## config.mk

```make
export PLATFORM = sky130hd
export DESIGN_NAME = pu_riscv_muldiv_sequencer
export DESIGN_NICKNAME = d
export VERILOG_FILES = /design/src/rtl/pu_riscv_muldiv_sequencer.sv
export SDC_FILE = /design/constraint.sdc
export NUM_CORES = 1
export LEC_CHECK = 0
export ABC_CLOCK_PERIOD_IN_PS = 2600
export BUFFER_PORTS_ARGS = -buffer_cell sky130_fd_sc_hd__buf_2
export CORE_AREA = 4 4 179 181
export DETAILED_ROUTE_END_ITERATION = 8
export DIE_AREA = 0 0 183 185
export HOLD_SLACK_MARGIN = 0.02
export PLACE_DENSITY = 0.67
export SYNTH_ARGS = -nofsm -noshare
export SYNTH_HDL_FRONTEND = slang
export SYNTH_SLANG_ARGS = --single-unit
```

## constraint.sdc

```tcl
create_clock -name clk -period 2.6 [get_ports clk]
set_clock_uncertainty 0.05 [all_clocks]
set_input_delay 0.13 -clock clk [delete_from_list [all_inputs] [get_ports clk]]
set_output_delay 0.13 -clock clk [all_outputs]
set_load 0.05 [all_outputs]
```

## src/rtl/pu_riscv_muldiv_sequencer.sv

```systemverilog
// Sequencer for the RISC-V M extension: accepts one op, starts the multiplier or divider, returns the result.
// Optional define PU_RISCV_DIV_ZERO_BYPASS_EN resolves divide-by-zero in the sequencer and does not start the divider.
module pu_riscv_muldiv_sequencer #(
    parameter int XLEN        = 64,
    parameter int MUL_LATENCY = 3
) (
    input  logic            clk,
    input  logic            rstn,
    input  logic            req_valid,
    output logic            req_ready,
    input  logic [2:0]      req_func3,
    input  logic            req_word,
    input  logic [XLEN-1:0] opA,
    input  logic [XLEN-1:0] opB,
    input  logic            ex_stall,
    input  logic            flush,
    output logic            mul_start,
    output logic            div_start,
    output logic [XLEN-1:0] unit_opA,
    output logic [XLEN-1:0] unit_opB,
    output logic [2:0]      unit_func3,
    output logic            unit_word,
    input  logic [XLEN-1:0] mul_r,
    input  logic [XLEN-1:0] div_r,
    input  logic            div_done,
    output logic            muldiv_stall,
    output logic            rsp_valid,
    output logic [XLEN-1:0] rsp_result
);

    typedef enum logic [1:0] {
        IDLE,
        MUL,
        DIV,
        DONE
    } state_t;

    state_t            r_state;
    state_t            w_stateNxt;
    logic [3:0]        r_mulCnt;
    logic [3:0]        w_mulCntNxt;
    logic              r_mulStart;
    logic              r_divStart;
    logic [XLEN-1:0]   r_unitOpA;
    logic [XLEN-1:0]   r_unitOpB;
    logic [2:0]        r_unitFunc3;
    logic              r_unitWord;
    logic [XLEN-1:0]   r_rspResult;

    logic              w_accept;
    logic              w_isDiv;
    logic              w_mulLast;
    logic              w_divByZero;
    logic [XLEN-1:0]   w_bypassResult;
    logic              w_capture;
    logic [XLEN-1:0]   w_captureVal;

    assign w_accept  = (r_state == IDLE) && req_valid && !flush;
    assign w_isDiv   = req_func3[2];
    assign w_mulLast = (r_mulCnt == 4'(MUL_LATENCY - 1));

`ifdef PU_RISCV_DIV_ZERO_BYPASS_EN
    // Quotient by zero is all-ones; remainder by zero is the dividend (sign-extended for *W ops).
    always_comb begin
        w_divByZero    = 1'b0;
        w_bypassResult = '0;
        if (w_isDiv) begin
            w_divByZero = req_word ? (opB[31:0] == 32'd0) : (opB == '0);
        end
        if (!req_func3[1]) begin
            w_bypassResult = '1;
        end else if (req_word) begin
            w_bypassResult        = {XLEN{opA[31]}};
            w_bypassResult[31:0]  = opA[31:0];
        end else begin
            w_bypassResult = opA;
        end
    end
`else
    assign w_divByZero    = 1'b0;
    assign w_bypassResult = '0;
`endif

    always_comb begin
        w_stateNxt   = r_state;
        w_mulCntNxt  = r_mulCnt;
        w_capture    = 1'b0;
        w_captureVal = '0;
        if (flush) begin
            w_stateNxt  = IDLE;
            w_mulCntNxt = 4'd0;
        end else begin
            case (r_state)
                IDLE: begin
                    w_mulCntNxt = 4'd0;
                    if (req_valid) begin
                        if (!w_isDiv) begin
                            w_stateNxt = MUL;
                        end else if (w_divByZero) begin
                            w_stateNxt   = DONE;
                            w_capture    = 1'b1;
                            w_captureVal = w_bypassResult;
                        end else begin
                            w_stateNxt = DIV;
                        end
                    end
                end
                MUL: begin
                    if (w_mulLast) begin
                        w_stateNxt   = DONE;
                        w_mulCntNxt  = 4'd0;
                        w_capture    = 1'b1;
                        w_captureVal = mul_r;
                    end else begin
                        w_mulCntNxt = r_mulCnt + 4'd1;
                    end
                end
                DIV: begin
                    if (div_done) begin
                        w_stateNxt   = DONE;
                        w_capture    = 1'b1;
                        w_captureVal = div_r;
                    end
                end
                DONE: begin
                    if (!ex_stall) begin
                        w_stateNxt = IDLE;
                    end
                end
                default: begin
                    w_stateNxt  = IDLE;
                    w_mulCntNxt = 4'd0;
                end
            endcase
        end
    end

    always_ff @(posedge clk or negedge rstn) begin
        if (!rstn) begin
            r_state  <= IDLE;
            r_mulCnt <= 4'd0;
        end else begin
            r_state  <= w_stateNxt;
            r_mulCnt <= w_mulCntNxt;
        end
    end

    // Start pulses are registered so they land in the first MUL/DIV cycle only.
    always_ff @(posedge clk or negedge rstn) begin
        if (!rstn) begin
            r_mulStart <= 1'b0;
            r_divStart <= 1'b0;
        end else begin
            r_mulStart <= w_accept && !w_isDiv;
            r_divStart <= w_accept && w_isDiv && !w_divByZero;
        end
    end

    always_ff @(posedge clk or negedge rstn) begin
        if (!rstn) begin
            r_unitOpA   <= '0;
            r_unitOpB   <= '0;
            r_unitFunc3 <= 3'd0;
            r_unitWord  <= 1'b0;
        end else if (w_accept) begin
            r_unitOpA   <= opA;
            r_unitOpB   <= opB;
            r_unitFunc3 <= req_func3;
            r_unitWord  <= req_word;
        end
    end

    always_ff @(posedge clk or negedge rstn) begin
        if (!rstn) begin
            r_rspResult <= '0;
        end else if (w_capture) begin
            r_rspResult <= w_captureVal;
        end
    end

    assign req_ready    = (r_state == IDLE);
    assign rsp_valid    = (r_state == DONE);
    assign rsp_result   = r_rspResult;
    assign mul_start    = r_mulStart;
    assign div_start    = r_divStart;
    assign unit_opA     = r_unitOpA;
    assign unit_opB     = r_unitOpB;
    assign unit_func3   = r_unitFunc3;
    assign unit_word    = r_unitWord;
    // Stall is gated by reset so it reads 0 while rstn is held low even if a request is offered.
    assign muldiv_stall = rstn && ((r_state == MUL) || (r_state == DIV) ||
                                   ((r_state == IDLE) && req_valid && !flush));

endmodule

```

# Word-level counts from Yosys, hierarchy flattened
# Cells that the tools add are included.
# totals
input_bits	266
elab_cells	48
register_bits	204
out_inout_bits	201
# op_classes
n_addsub	1
n_reduce_logical	12
n_mux	18
eq_ne	8
# op_table
op	count
$mux 64	3
$pmux 64 s2	1
$mux 2	6
$ne 3x3->1 const B	3
$mux 4	2
$pmux 2 s4	1
$pmux 4 s2	1
$logic_and 1x1->1	5
$add 4x1->4 const B	1
$eq 2x2->1 const B	2
$eq 4x2->1 const B	1
$reduce_and 4->1	1
$mux 1	3
$ne 3x2->1 const B	1
$reduce_bool 3->1	1
$eq 2x1->1 const B	1
$logic_not 1->1	2
$logic_not 2->1	1
$logic_or 1x1->1	2
$pmux 1 s2	1

# Longest topological paths before layout
# logic_depth
ltp_word	5
ltp_mapped	9

# Least setup slack after synthesis
# No wires, ideal clock.
# synth_timing
kind	reg2out
startpoint	register r_state[0]
endpoint	output port muldiv_stall
path_stages_with_launch	8
setup_slack_ps	363
arrival_ps	2057
n_path_buf	3
path_cell_list	dfrtp_1 inv_1 ha_1 buf_2 and3_1 buf_2 buf_6 o21a_1
# synth_via
elab_chain_len	5
word_cells_on_any_way	8
# synth_lines
element	line_no	rtl
start, declared	38	state_t r_state;
start signal, assigned	143	r_state <= w_stateNxt;
$logic_not 2->1	--	
net req_ready	10	output logic req_ready,
$logic_and 1x1->1 (2 in series)	192	((r_state == IDLE) && req_valid && !flush));
$logic_or 1x1->1	191	assign muldiv_stall = rstn && ((r_state == MUL) || (r_state == DIV) ||
$logic_and 1x1->1	191	
end, declared	26	output logic muldiv_stall,
# The timed path passes the listed nets, and every way through them passes these cells.

# Final worst setup path
# layout_timing
startpoint	register r_state[1]
endpoint	register r_rspResult[10], in the netlist rsp_result[10]
# layout_via
elab_chain_len	3
word_cells_on_any_way	6
# layout_lines
element	line_no	rtl
$eq 2x2->1 or $eq 2x1->1 (tied branches)	93	case (r_state)
$pmux 64 s2 or $pmux 1 s2 (tied branches)	93	
$mux 64 or $mux 1 (tied branches)	89	if (flush) begin
end signal, assigned	177	r_rspResult <= w_captureVal;
end, declared	48	logic [XLEN-1:0] r_rspResult;
# Parallel ways exist; a longest one is shown, timed or not.
# A chain may end at the register's enable or synchronous reset.

==> impl_metrics.tcl <==
set metrics [dict create \
    hold_start "div_done" \
    synth_top_area_share_pct 57.2 \
    cts_tree "done" \
    core_um2 30400 \
    ant_nets 0 \
    layout_common_cells "buf_2, nand2_1, dlygate4sd3_1" \
    grt_pass1_wl_mm 49.1 \
    ir_drop_uv 848 \
    p_leak_uw 0.00761 \
    relSlewSlack_pct 54.2 \
    critPathArrivalTime_ns 2.85 \
    cp-start-kind "flip-flop" \
    h-tree-depth 1 \
    overflow 0 \
    die_y_um 185 \
    max_clock_freq_mhz 405 \
    antenna_found_initial 0 \
    synth_cell_types 34 \
    critPathMaxStageDelay_ns 0.62 \
    cts_buffers 22 \
    synth_area_um2 8930 \
    setup_tns_ns 0 \
    crit_slowest_cell "dlygate4sd3_1" \
    syn_nets 1165 \
    drive_above_1_share_pct 40.9 \
    yosysWarnings 0 \
    path_clk_slew_ns 0.06 \
    synth-edff-count 0 \
    start_util_pct 29.4 \
    drtPass1Iterations 5 \
    wl_per_cell_um 16.2 \
    synth_seq_cells 204 \
    clock-sinks 204 \
    ys_seq_area_share_pct 57.2 \
    place_congestion 0.839 \
    hold_viol 0 \
    clock_latency_ns 0.50 \
    drt-met1-wl_mm 12.1 \
    rsz0062_at_grt "false" \
    routed.top_layer "met4" \
    first_iter_violations 357 \
    yosysTopAreaCell "dfrtp_1" \
    die_x_um 183 \
    syn_inst 893 \
    period_needed_ns 2.47 \
    finalPower_uw 17700 \
    synth.area.top_cells "dfrtp_1, nand2_1, o21ai_2, nand2_2, a22oi_1" \
    grt_use_total_pct 17.7 \
    port_buffers 466 \
    fin_worst_hold_slack_ns 0.108 \
    wl_met2_mm 16.5 \
    die_area_um2 33900 \
    vias 9114 \
    grt_max_degree 127 \
    finalSetupViolations 0 \
    crit_start "r_state[1]$_DFFE_PN0P_" \
    synth_ff_type "dfrtp_1" \
    critPathKind "flip-flop to flip-flop" \
    tightest_slew_ns 0.687 \
    worstPathMaxFanout 32 \
    period_share_pct 95.0 \
    num_rows 64 \
    r2r-start "r_state[1]$_DFFE_PN0P_" \
    pin_count 467 \
    hp-class "input port to flip-flop" \
    drc 0 \
    end_kind "flip-flop" \
    avgSynthCellArea_um2 10.0 \
    drt_wl_total_mm 32.6 \
    wl_met3_mm 2.66 \
    p_per_area_nw_per_um2 1180 \
    cp.required_ns 2.98 \
    layout_commonest_cell "buf_2" \
    hpwl_mm 19.7 \
    cap_violations 0 \
    root_buffer "clkbuf_16" \
    clockBufferDepth 3 \
    grt_pass1_vias 9491 \
    maxSlewViolCount 0 \
    status "completed" \
    area_growth_pct 67.2 \
    routed_via_density 4.52 \
    synthArstFlopShare_pct 100 \
    nNetsFinal 1875 \
    cp_cell_sequence "inv_1, ha_1, and4bb_4, clkbuf_16, a22oi_1, dlygate4sd3_1, o21ai_2" \
]
## power by group
group / internal [µW] / total [µW] / leakage [µW] / switching (µW)
Clock: 1980 / 3270 / 0.000368 / 1280
Sequential: 4440 / 5180 / 0.00260 / 733
Combinational: 2210 / 9240 / 0.00464 / 7030
## routing by layer
| metal | track usage (%) | vias up |
|---|---|---|
| li1 | - | 4317 |
| met1 | 19.9 | 4283 |
| met2 | 31.8 | 438 |
| met3 | 4.22 | 76 |
| met4 | 7.69 | 0 |
| met5 | 0 | - |
## logic make-up after synthesis
group / synth area share (%)
buf+inv: 5.76
mux: 0.224
fa+ha+maj: 0.841
compound gates: 13.9
flops: 57.2
simple gates: 22.1
## final cells by class
| cell class | instances | area, µm² |
|---|---|---|
| multi-input combinational | 625 | 3330 |
| fill | 2610 | 15500 |
| tap | 396 | 495 |
| sequential | 204 | 5100 |
| clock buffer | 32 | 628 |
| inverter | 7 | 26.3 |
| timing repair buffer | 743 | 5210 |
| antenna | 1 | 2.50 |
| clock inverter | 8 | 133 |
## sequential cells by signal (all words and copies together) (netlist names)
| signal | flops |
|---|---|
| div_start | 1 |
| r_state | 2 |
| rsp_result | 64 |
| unit_opA | 64 |
| unit_opB | 64 |
| mul_start | 1 |
| unit_func3 | 3 |
| unit_word | 1 |
| r_mulCnt | 4 |
## synthesized netlist by cell type (2+ instances only)
master,number
ha_1,6
nand3_1,2
buf_12,7
nand2_2,60
o21ai_1,4
o32ai_1,2
nor2_1,2
mux2i_1,2
inv_1,6
a22oi_2,20
o21ai_2,60
nor3_1,2
buf_1,2
o21a_1,2
dfrtp_1,204
buf_6,17
nand2_1,402
o21ai_0,4
clkbuf_2,5
buf_2,18
clkbuf_1,9
and2_1,2
a22oi_1,44
## per-stage QoR
step	setup WS, ns	area, µm²	util [%]	cells
5_1_grt	0.0228	14900	49.1	2015
6_report	0.131	14900	49.1	2016
4_1_cts	0.0499	14900	48.9	2013
3_3_place_gp	0.552	11500	37.7	1709
2_1_floorplan	0.363	8930	-	893
3_5_place_dp	0.488	11500	37.7	1709
## worst paths after layout
| kind | end | slack, ns | depth (start not counted) |
|---|---|---|---|
| hold / removal | r_state[0]$_DFFE_PN0P_ | 0.11 | 5 |
| setup reg to reg | rsp_result[10]$_DFFE_PN0P_ | 0.13 | 7 |
| max in group asynchronous | rsp_result[47]$_DFFE_PN0P_ | 1.67 | 3 |
| setup / recovery | rsp_result[10]$_DFFE_PN0P_ | 0.13 | 7 |
| hold reg to reg | unit_opB[30]$_DFFE_PN0P_ | 0.42 | 2 |
| min in group asynchronous | unit_opA[34]$_DFFE_PN0P_ | 0.18 | 3 |
## critical path, delay by kind of cell, from the launching register on
family	cells	cell delay (ns)
AOI/OAI and AO/OA	2	0.23
adders and majority gates	1	0.29
buffers and inverters	3	1.01
DFF	1	0.40
and+or+nand+nor	1	0.37
## timing repair
action                                  4_1_cts  5_1_grt
setup buffers                                 0        0
endpoints found under the setup margin        0        8
gates resized for setup                       0        1
hold buffers                                264        0
endpoints found under the hold margin       407        0
Note: power is estimated with default switching activity, not from simulation.
